## src/rtl/gesture_pkg.sv

```systemverilog
// Shared definitions for the 4-bit motor command interface {speed[3:2], steer[1:0]}.
package gesture_pkg;

  localparam logic [7:0]  SYNC_BYTE_DEF = 8'hA5;
  localparam logic [7:0]  END_BYTE_DEF  = 8'h5A;
  localparam int unsigned CMD_W         = 4;

  typedef struct packed {
    logic [1:0] speed;
    logic [1:0] steer;
  } cmd_t;

  localparam cmd_t CMD_STOP = cmd_t'(4'b0000);

  typedef enum logic [1:0] {
    HUNT,
    GOT_SYNC,
    GOT_CMD
  } state_e;

  // A command byte carries its payload in [3:0] and the complement in [7:4].
  function automatic logic cmd_byte_ok(input logic [7:0] b);
    return b[7:4] == ~b[3:0];
  endfunction

endpackage

```

## src/rtl/link_watchdog.sv

```systemverilog
// Link watchdog: armed by a kick, drops link_ok and pulses timeout_o after TIMEOUT_CYC idle cycles.
module link_watchdog #(
  parameter int unsigned TIMEOUT_CYC = 12_500_000
) (
  input  logic clk,
  input  logic reset,
  input  logic kick_i,
  output logic link_ok_o,
  output logic timeout_o,
  output logic expire_c
);

  localparam int unsigned CNT_W = (TIMEOUT_CYC > 1) ? $clog2(TIMEOUT_CYC) : 1;
  localparam logic [CNT_W-1:0] CNT_LAST = CNT_W'(TIMEOUT_CYC - 1);

  logic [CNT_W-1:0] cnt_q, cnt_d;
  logic             link_q, link_d;
  logic             to_q, to_d;

  always_ff @(posedge clk) begin
    if (reset) begin
      cnt_q  <= '0;
      link_q <= 1'b0;
      to_q   <= 1'b0;
    end else begin
      cnt_q  <= cnt_d;
      link_q <= link_d;
      to_q   <= to_d;
    end
  end

  // A kick on the expiry cycle wins over the expiry.
  always_comb begin
    cnt_d    = cnt_q;
    link_d   = link_q;
    to_d     = 1'b0;
    expire_c = link_q && !kick_i && (cnt_q == CNT_LAST);
    if (kick_i) begin
      cnt_d  = '0;
      link_d = 1'b1;
    end else if (expire_c) begin
      cnt_d  = '0;
      link_d = 1'b0;
      to_d   = 1'b1;
    end else if (link_q) begin
      cnt_d = cnt_q + CNT_W'(1);
    end
  end

  assign link_ok_o = link_q;
  assign timeout_o = to_q;

endmodule

```

## src/rtl/gesture_cmd_receiver.sv

```systemverilog
// Parses SYNC/CMD/END byte frames into a registered motor command with a link failsafe.
// Optional error statistics outputs (bad_cnt, to_cnt) are built when ERR_STATS_EN is defined.
module gesture_cmd_receiver
  import gesture_pkg::*;
#(
  parameter logic [7:0]  SYNC_BYTE   = SYNC_BYTE_DEF,
  parameter logic [7:0]  END_BYTE    = END_BYTE_DEF,
  parameter int unsigned GAP_CYC     = 125_000,
  parameter int unsigned TIMEOUT_CYC = 12_500_000
) (
  input  logic       clk,
  input  logic       reset,
  input  logic [7:0] rx_data,
  input  logic       rx_valid,
  output logic [3:0] cmd_nibble,
  output logic       cmd_update,
  output logic       link_ok,
  output logic       bad_frame,
  output logic       timeout
`ifdef ERR_STATS_EN
  ,
  output logic [7:0] bad_cnt,
  output logic [7:0] to_cnt
`endif
);

  localparam int unsigned      GAP_W    = (GAP_CYC > 1) ? $clog2(GAP_CYC) : 1;
  localparam logic [GAP_W-1:0] GAP_LAST = GAP_W'(GAP_CYC - 1);

  state_e           state_q, state_d;
  cmd_t             payload_q, payload_d;
  cmd_t             cmd_q, cmd_d;
  logic [GAP_W-1:0] gap_q, gap_d;
  logic             upd_q, upd_d;
  logic             bad_q, bad_d;
  logic             kick_c;
  logic             wd_expire_c;
  state_e           resync_c;

  always_ff @(posedge clk) begin
    if (reset) begin
      state_q   <= HUNT;
      payload_q <= CMD_STOP;
      cmd_q     <= CMD_STOP;
      gap_q     <= '0;
      upd_q     <= 1'b0;
      bad_q     <= 1'b0;
    end else begin
      state_q   <= state_d;
      payload_q <= payload_d;
      cmd_q     <= cmd_d;
      gap_q     <= gap_d;
      upd_q     <= upd_d;
      bad_q     <= bad_d;
    end
  end

  assign kick_c   = rx_valid && (state_q == GOT_CMD) && (rx_data == END_BYTE);
  assign resync_c = (rx_data == SYNC_BYTE) ? GOT_SYNC : HUNT;

  // A SYNC byte in the CMD slot is treated as a fresh frame start, never as a payload.
  always_comb begin
    state_d   = state_q;
    payload_d = payload_q;
    cmd_d     = cmd_q;
    gap_d     = gap_q;
    upd_d     = 1'b0;
    bad_d     = 1'b0;
    if (rx_valid) begin
      gap_d = '0;
      case (state_q)
        HUNT: begin
          if (rx_data == SYNC_BYTE) state_d = GOT_SYNC;
        end
        GOT_SYNC: begin
          if (cmd_byte_ok(rx_data) && (rx_data != SYNC_BYTE)) begin
            payload_d = cmd_t'(rx_data[CMD_W-1:0]);
            state_d   = GOT_CMD;
          end else begin
            bad_d   = 1'b1;
            state_d = resync_c;
          end
        end
        GOT_CMD: begin
          if (rx_data == END_BYTE) begin
            cmd_d   = payload_q;
            upd_d   = 1'b1;
            state_d = HUNT;
          end else begin
            bad_d   = 1'b1;
            state_d = resync_c;
          end
        end
        default: state_d = HUNT;
      endcase
    end else if (state_q != HUNT) begin
      if (gap_q == GAP_LAST) begin
        state_d = HUNT;
        bad_d   = 1'b1;
        gap_d   = '0;
      end else begin
        gap_d = gap_q + GAP_W'(1);
      end
    end else begin
      gap_d = '0;
    end
    if (wd_expire_c) cmd_d = CMD_STOP;
  end

  link_watchdog #(
    .TIMEOUT_CYC (TIMEOUT_CYC)
  ) u_link_watchdog (
    .clk       (clk),
    .reset     (reset),
    .kick_i    (kick_c),
    .link_ok_o (link_ok),
    .timeout_o (timeout),
    .expire_c  (wd_expire_c)
  );

  assign cmd_nibble = cmd_q;
  assign cmd_update = upd_q;
  assign bad_frame  = bad_q;

`ifdef ERR_STATS_EN
  logic [7:0] bad_cnt_q;
  logic [7:0] to_cnt_q;

  // Saturating error counters, cleared only by reset.
  always_ff @(posedge clk) begin
    if (reset) begin
      bad_cnt_q <= '0;
      to_cnt_q  <= '0;
    end else begin
      if (bad_q && (bad_cnt_q != 8'hFF)) bad_cnt_q <= bad_cnt_q + 8'd1;
      if (timeout && (to_cnt_q != 8'hFF)) to_cnt_q <= to_cnt_q + 8'd1;
    end
  end

  assign bad_cnt = bad_cnt_q;
  assign to_cnt  = to_cnt_q;
`endif

endmodule

```

## config.mk

```make
export PLATFORM = sky130hd
export DESIGN_NAME = gesture_cmd_receiver
export DESIGN_NICKNAME = d
export VERILOG_FILES = /design/src/rtl/gesture_pkg.sv /design/src/rtl/link_watchdog.sv /design/src/rtl/gesture_cmd_receiver.sv
export SDC_FILE = /design/constraint.sdc
export NUM_CORES = 1
export LEC_CHECK = 0
export CAP_MARGIN = 15
export CORE_UTILIZATION = 52
export CTS_CLUSTER_SIZE = 16
export DETAILED_ROUTE_END_ITERATION = 8
export PLACE_DENSITY = 0.85
export SYNTH_ARGS = -nofsm -noshare
export SYNTH_HDL_FRONTEND = slang
export SYNTH_SLANG_ARGS = --single-unit
```

## constraint.sdc

```tcl
create_clock -name clk -period 1.7 [get_ports clk]
set_input_delay 0.17 -clock clk [delete_from_list [all_inputs] [get_ports clk]]
set_output_delay 0.17 -clock clk [all_outputs]
set_load 0.02 [all_outputs]
```

==> results of run 1 <==
[stage by stage]
| stage | utilization | hold slack, ns |
|---|---|---|
| floorplan | - | 0.325 |
| global placement | 0.675 | 0.429 |
| detailed placement | 0.675 | 0.434 |
| CTS | 0.697 | 0.450 |
| global route | 0.713 | 0.471 |
| finish | 0.713 | 0.447 |
[worst max path at each step]
stage | startpoint | end | slack [ns] | depth (start not counted)
finish | u_link_watchdog.cnt_q[14]$_SDFFE_PP0P_ | u_link_watchdog.cnt_q[0]$_SDFFE_PP0P_ | 0.02 | 5
global route | u_link_watchdog.cnt_q[14]$_SDFFE_PP0P_ | u_link_watchdog.cnt_q[0]$_SDFFE_PP0P_ | -0.02 | 5
CTS | u_link_watchdog.cnt_q[14]$_SDFFE_PP0P_ | u_link_watchdog.cnt_q[18]$_SDFFE_PP0P_ | -0.009 | 5
floorplan | u_link_watchdog.cnt_q[0]$_SDFFE_PP0P_ | cmd_nibble[3]$_SDFFE_PP0P_ | 0.02 | 6
detailed placement | rx_data[0] | payload_q[2]$_SDFFE_PP0P_ | -0.12 | 6
global placement | rx_data[6] | u_link_watchdog.cnt_q[19]$_SDFFE_PP0P_ | -0.11 | 7
[cells by family (layout without fill, tap and decap cells)]
group           after synthesis  in the layout  share of synthesized area
simple gates                153            153                      0.314
flops                        55             55                      0.408
compound gates               42             42                      0.102
xor+xnor                     30             30                     0.0973
buf+inv                      23             87                     0.0361
fa+ha+maj                     6              6                     0.0278
mux                           4              4                     0.0148
[cells in the mapped netlist (8+ instances only)]
master | instances | share of area
a21oi_1 | 11 | 0.020
dfxtp_1 | 55 | 0.41
inv_1 | 10 | 0.014
nand2_1 | 14 | 0.019
nand2b_1 | 11 | 0.025
nand3_1 | 23 | 0.043
nand4_1 | 17 | 0.039
nor2_1 | 36 | 0.050
nor3_1 | 8 | 0.015
o21ai_0 | 11 | 0.020
or3_1 | 8 | 0.019
xnor2_1 | 13 | 0.042
xor2_1 | 17 | 0.055
[report_power, final]
| part | total (W) | internal (W) | switching [W] |
|---|---|---|---|
| Clock | 0.000710 | 0.000291 | 0.000419 |
| Combinational | 0.000105 | 0.0000605 | 0.0000440 |
| Sequential | 0.00129 | 0.00129 | 0.0000000619 |
[state kept, by name, indices dropped and copies added (netlist names)]
| name | flops |
|---|---|
| cmd_update | 1 |
| gap_q | 17 |
| state_q | 2 |
| bad_frame | 1 |
| cmd_nibble | 4 |
| payload_q | 4 |
| u_link_watchdog.cnt_q | 24 |
| u_link_watchdog.link_ok_o | 1 |
| u_link_watchdog.timeout_o | 1 |
[per-layer routing]
metal  track usage  part of all wire  wire length [µm]  vias to the layer above
met4         0.107             0.017               106                        0
met2         0.416              0.52              3280                       76
met1         0.252              0.41              2620                     1164
met5             0                 0                 0                        -
met3        0.0488             0.050               316                       12
li1              -                 -                 -                     1249
[area by class of cell]
| type | instances | area (µm²) | share of cell area |
|---|---|---|---|
| multi-input combinational | 235 | 1550 | 0.449 |
| sequential | 55 | 1120 | 0.324 |
| timing repair buffer | 69 | 578 | 0.167 |
| tap | 67 | 83.8 | 0.0242 |
| clock buffer | 5 | 68.8 | 0.0199 |
| inverter | 10 | 37.5 | 0.0109 |
| clock inverter | 3 | 18.8 | 0.00543 |
[what timing repair did]
action	4_1_cts	5_1_grt
resized for setup	4	28
pin swaps	0	6
setup endpoints to repair	8	40
hold buffers	0	0
buffers inserted	0	1
cloned	0	1
endpoints found under the hold margin	0	0
==> summary.md, run 1 <==
| Metric | Value |
|---|---|
| Clock Pin Slew Worst Setup and Hold Paths | around 0.10 ns |
| Final period utilization | 0.991 |
| Crit Path Category | register to register |
| Distinct cells, synth | about 50 |
| Mapped Cells | about 310 |
| Total GRT Usage | 0.229 |
| I/O Buffers | 18 |
| Drt first pass iters | 6 |
| CP top delay family | simple AND/OR/NAND/NOR gates |
| Hold path start | gap_q[0]$_SDFF_PP0_ |
| Syn. warnings | 0 |
| Site Rows | 25 |
| Mapped Nets | 330 |
| Place WS | -0.122 ns |
| Sink Count | 55 |
| RSZ-0062 raised after global routing | true |
| Achievable Freq | a little under 600 MHz |
| Clock latency on the worst-skew pair | between 0.3 and 0.4 ns |
| Worst Hold Path EP | gap_q[0]$_SDFF_PP0_ |
| Vias in the first global route | approximately 2.4k |
| Setup Viol. Count Final | 0 |
| Vert. Die Dim | ~74 µm |
| Top FF cell, synth | dfxtp_1 |
| Drt first-iter violations | 92 |
| Syn_area_per_cell | ~8.6 µm² |
| Worst-Margin Slew | 0.481 ns |
| Final hold violations | 0 |
| DP HPWL | between 4000 and 5000 µm |
| Register area share after synthesis | 0.408 |
| Area grow syn2layout | 28.0% |
| Worst path bufs/invs | 1 |
| EDFF count, synth | 0 |
| Total power | 0.00210 W |
| Async S/R FF share, synth | 0 |
| Root Buffer | clkbuf_8 |
| Wire per inst | around 14 µm |
| Placed cell count | ~430 |
| Fillers | 330 |
| Clock skew | between 0.01 and 0.015 ns |
| Initial antenna violation count | 0 |
| Crit end category | register |
| Synth Cell Area | ~2700 µm² |
| Total number of vias | around 2.5k |
| Initial Utilization | 0.557 |
| Max Cap Viol | 0 |
| Crit-path max cell delay | 0.43 ns |
| Grt total ovfl | 0 |
| I/O pin cnt | 19 |
| Worst slew margin | 0.678 |
| CP Launch Type | register |
| Static leakage | about 1.2 nW |
| Post-layout min period | 1.68 ns |
| Setup slack after layout | around 0.015 ns |
| Most frequent cells in the layout | 47 x buf_4, 40 x dfxtp_1, 36 x nor2_1 |
| PD cells | roughly 600 nW/µm² |
| Layout Cells excl Fill | around 440 |
| Worst r2r dst | u_link_watchdog.cnt_q[0]$_SDFFE_PP0P_ |
| Max Root-Sink Buffers | 2 |
| Outcome | completed |
| GP Congestion | ~0.82 |
| DRT antenna net count | 0 |
| Worst-path fanout max | 5 |
| Die Footprint | ~5500 µm² |
| Design area | 3460 µm² |
| N_diodes | 0 |
| Hold Path Stages | 1 |
| Setup TNS Final | 0 ns |
| #FFs+latches synth | 55 |
| CP Cell Sequence | nor4b_1 -> nand4_1 -> buf_4 -> o311ai_0 -> a21oi_1 |
| CTS tree | done |
| R2R Path Start | u_link_watchdog.cnt_q[14]$_SDFFE_PP0P_ |
| Slowest-stage cell, CP | nor4b_1 |
| Slew Viols, Final | 0 |
| First-pass GRT wire length | 9760 µm |
| Commonest non-fill, non-tap cell in the layout | buf_4 |
| Critical path arrival | approximately 1.9 ns |
| Total core area | between 4000 and 5000 µm² |
| Drt drc | 0 |
| Wirelength, routed | about 6300 µm |
| Post-layout net count | just under 400 |
| Largest net degree at the start of global routing | 18 |
| R2r setup slk | ~0.015 ns |
| Post-DR vias/cell | between 5 and 6 |
| Layout cells sized above 1 | 0.241 |
| Worst Path Required | about 1.9 ns |
| Cell Area, Placed | approximately 3300 µm² |
| HP Class | register to register |
| Worst-case reg-to-reg path depth | 5 |
| CTS Buf Count | 5 |
| # H-tree levels | 2 |
| VDD IR max | about 0.46 mV |
| Die W | around 74 µm |
Note: power is estimated with default switching activity, not from simulation.
==> run 2, diff against run 1 <==
--- a/config.mk
+++ b/config.mk
@@ -6,7 +6,9 @@
 export NUM_CORES = 1
 export LEC_CHECK = 0
 export CAP_MARGIN = 15
-export CORE_UTILIZATION = 52
+export CELL_PAD_IN_SITES_DETAIL_PLACEMENT = 0
+export CELL_PAD_IN_SITES_GLOBAL_PLACEMENT = 1
+export CORE_UTILIZATION = 40
 export CTS_CLUSTER_SIZE = 16
 export DETAILED_ROUTE_END_ITERATION = 8
 export PLACE_DENSITY = 0.85
==> summary.md, run 2 (synthesized netlist as in run 1, its figures left out) <==
| Metric | Value |
|---|---|
| Largest net degree at the start of global routing | 17 (-1) |
| Top Registers | u_link_watchdog.cnt_q: 24 flops, gap_q: 17 flops |
| Most frequent cells in the layout | 52 x buf_4, 47 x dfxtp_1, 25 x nor2_1 |
| Crit end category | register |
| VDD IR max | 0.408 mV (-11%) |
| Hold Path Stages | 1 (unchanged) |
| Wire per inst | 13.3 µm (-7.0%) |
| First-pass GRT wire length | 9960 µm (+2.0%) |
| Layout Cells excl Fill | 460 (+3.6%) |
| PD cells | 656 nW/µm² (+8.0%) |
| Die W | 84.2 µm (+14%) |
| Slew Viols, Final | 0 (unchanged) |
| Crit Path Category | register to register |
| Worst-path fanout max | 7 (+2) |
| Sink Count | 55 (unchanged) |
| Place WS | -0.146 ns (-0.0246 ns) |
| Fillers | 573 (+74%) |
| Failing checks | design-rule violations, negative setup slack |
| Post-layout min period | 1.73 ns (+0.0482 ns) |
| Post-layout net count | 399 (+1.5%) |
| I/O Buffers | 18 (unchanged) |
| Critical path arrival | 1.92 ns (+0.04 ns) |
| N_diodes | 0 (unchanged) |
| Setup slack after layout | -0.0332 ns (-0.0482 ns) |
| Max Cap Viol | 0 (unchanged) |
| DRT antenna net count | 0 (unchanged) |
| # H-tree levels | 2 (unchanged) |
| Worst slew margin | 0.666 (-0.0113) |
| Worst-case reg-to-reg path depth | 6 (+1) |
| Placed cell count | 450 (+3.7%) |
| Final Core Density | 0.569 (-0.144) |
| Die Footprint | 7090 µm² (+29%) |
| Post-DR vias/cell | 5.33 (-5.4%) |
| Vert. Die Dim | 84.2 µm (+14%) |
| Outcome | finished with violations |
| Layout cells sized above 1 | 0.269 (+0.0276) |
| Total GRT Usage | 0.170 (-0.0588) |
| DP HPWL | 4480 µm (-5.6%) |
| # hold bufs at CTS | 0 (unchanged) |
| Clock skew | 0.00635 ns (-0.00491 ns) |
| Wirelength, routed | 6100 µm (-3.6%) |
| Initial Utilization | 0.421 (-0.137) |
| Max Root-Sink Buffers | 2 (unchanged) |
| Worst-Margin Slew | 0.496 ns (+0.0149 ns) |
| GP Congestion | 0.814 (-0.49%) |
| RSZ-0062 raised after global routing | true |
| Clock Pin Slew Worst Setup and Hold Paths | 0.10 ns (about the same) |
| Initial antenna violation count | 0 (unchanged) |
| Site Rows | 29 (+16%) |
| Worst Path Required | 1.89 ns (about the same) |
| Vias in the first global route | 2,342 (-0.72%) |
| Max FFs per register | 24 (unchanged) |
| Root Buffer | clkbuf_8 |
| CP Launch Type | register |
| I/O pin cnt | 19 (unchanged) |
| Top reg by flops | u_link_watchdog.cnt_q |
| Clock latency on the worst-skew pair | 0.30 ns (about the same) |
| Drt first-iter violations | 70 (-24%) |
| CTS Buf Count | 5 (unchanged) |
| Total core area | 6420 µm² (+32%) |
| Grt total ovfl | 0 (unchanged) |
| CTS tree | done |
| Achievable Freq | 577 MHz (-2.8%) |
| Setup Viol. Count Final | 23 (+23) |
| Area grow syn2layout | 35.4% |
| Commonest non-fill, non-tap cell in the layout | buf_4 |
| Drt first pass iters | 6 (unchanged) |
| HP Class | register to register |
| Final period utilization | 1.02 (+0.0283) |
| Final hold violations | 0 (unchanged) |
| Static leakage | 1.27 nW (+6.1%) |
| Total number of vias | 2,452 (-2.0%) |
| Drt drc | 4 (+4) |
## run 2: power by group
group          leakage, nW  internal, W  total, W  switching, W
Combinational        0.760    0.0000673  0.000117     0.0000497
Clock               0.0654     0.000589  0.000996      0.000407
Sequential           0.447      0.00129   0.00129  0.0000000651
## run 2: path summary, 6_finish.rpt
| check | startpoint | to | slack (ns) |
|---|---|---|---|
| setup / recovery | u_link_watchdog.cnt_q[1]$_SDFFE_PP0P_ | u_link_watchdog.cnt_q[20]$_SDFFE_PP0P_ | -0.03 |
| hold / removal | gap_q[0]$_SDFF_PP0_ | gap_q[0]$_SDFF_PP0_ | 0.47 |
| setup reg to reg | u_link_watchdog.cnt_q[1]$_SDFFE_PP0P_ | u_link_watchdog.cnt_q[20]$_SDFFE_PP0P_ | -0.03 |
| hold reg to reg | gap_q[0]$_SDFF_PP0_ | gap_q[0]$_SDFF_PP0_ | 0.47 |
## run 2: area by class of cell
| type | instances | area [µm²] | share of cell area |
|---|---|---|---|
| sequential | 55 | 1110 | 0.304 |
| inverter | 10 | 37.5 | 0.0103 |
| clock buffer | 6 | 72.6 | 0.0198 |
| timing repair buffer | 75 | 649 | 0.178 |
| tap | 77 | 96.3 | 0.0263 |
| multi-input combinational | 235 | 1630 | 0.446 |
| clock inverter | 2 | 60.1 | 0.0164 |
## run 2: what timing repair did
action,in CTS,in global routing
pin swaps,2,16
resized for setup,4,43
cloned,0,1
setup buffers,0,1
endpoints found under the setup margin,13,42
## run 2: critical path, stage by stage, from the launching register on
cell and delay, ns:
dfxtp_2 0.37, ha_4 0.16, nand2_4 0.05, or4_4 0.56, o21bai_4 0.24, clkbuf_16 0.20
a21oi_1 0.04
## run 2: metal layers
metal	global-route usage	up-vias	wire length [µm]
li1	-	1264	-
met1	0.216	1159	2920
met2	0.300	25	3000
met3	0.0334	4	140
met4	0.0345	0	34
met5	0	-	0
## run 2: through the flow
stage | power [W] | hold slack, ns | area [µm²] | TNS (ns)
4_1_cts | 0.00242 | 0.455 | 3500 | 0
5_1_grt | 0.00249 | 0.491 | 3660 | -1.83
3_5_place_dp | 0.00142 | 0.441 | 3340 | -3.48
6_report | 0.00240 | 0.468 | 3660 | -0.456
2_1_floorplan | 0.00135 | 0.325 | 2700 | 0
3_3_place_gp | 0.00142 | 0.430 | 3340 | -3.03
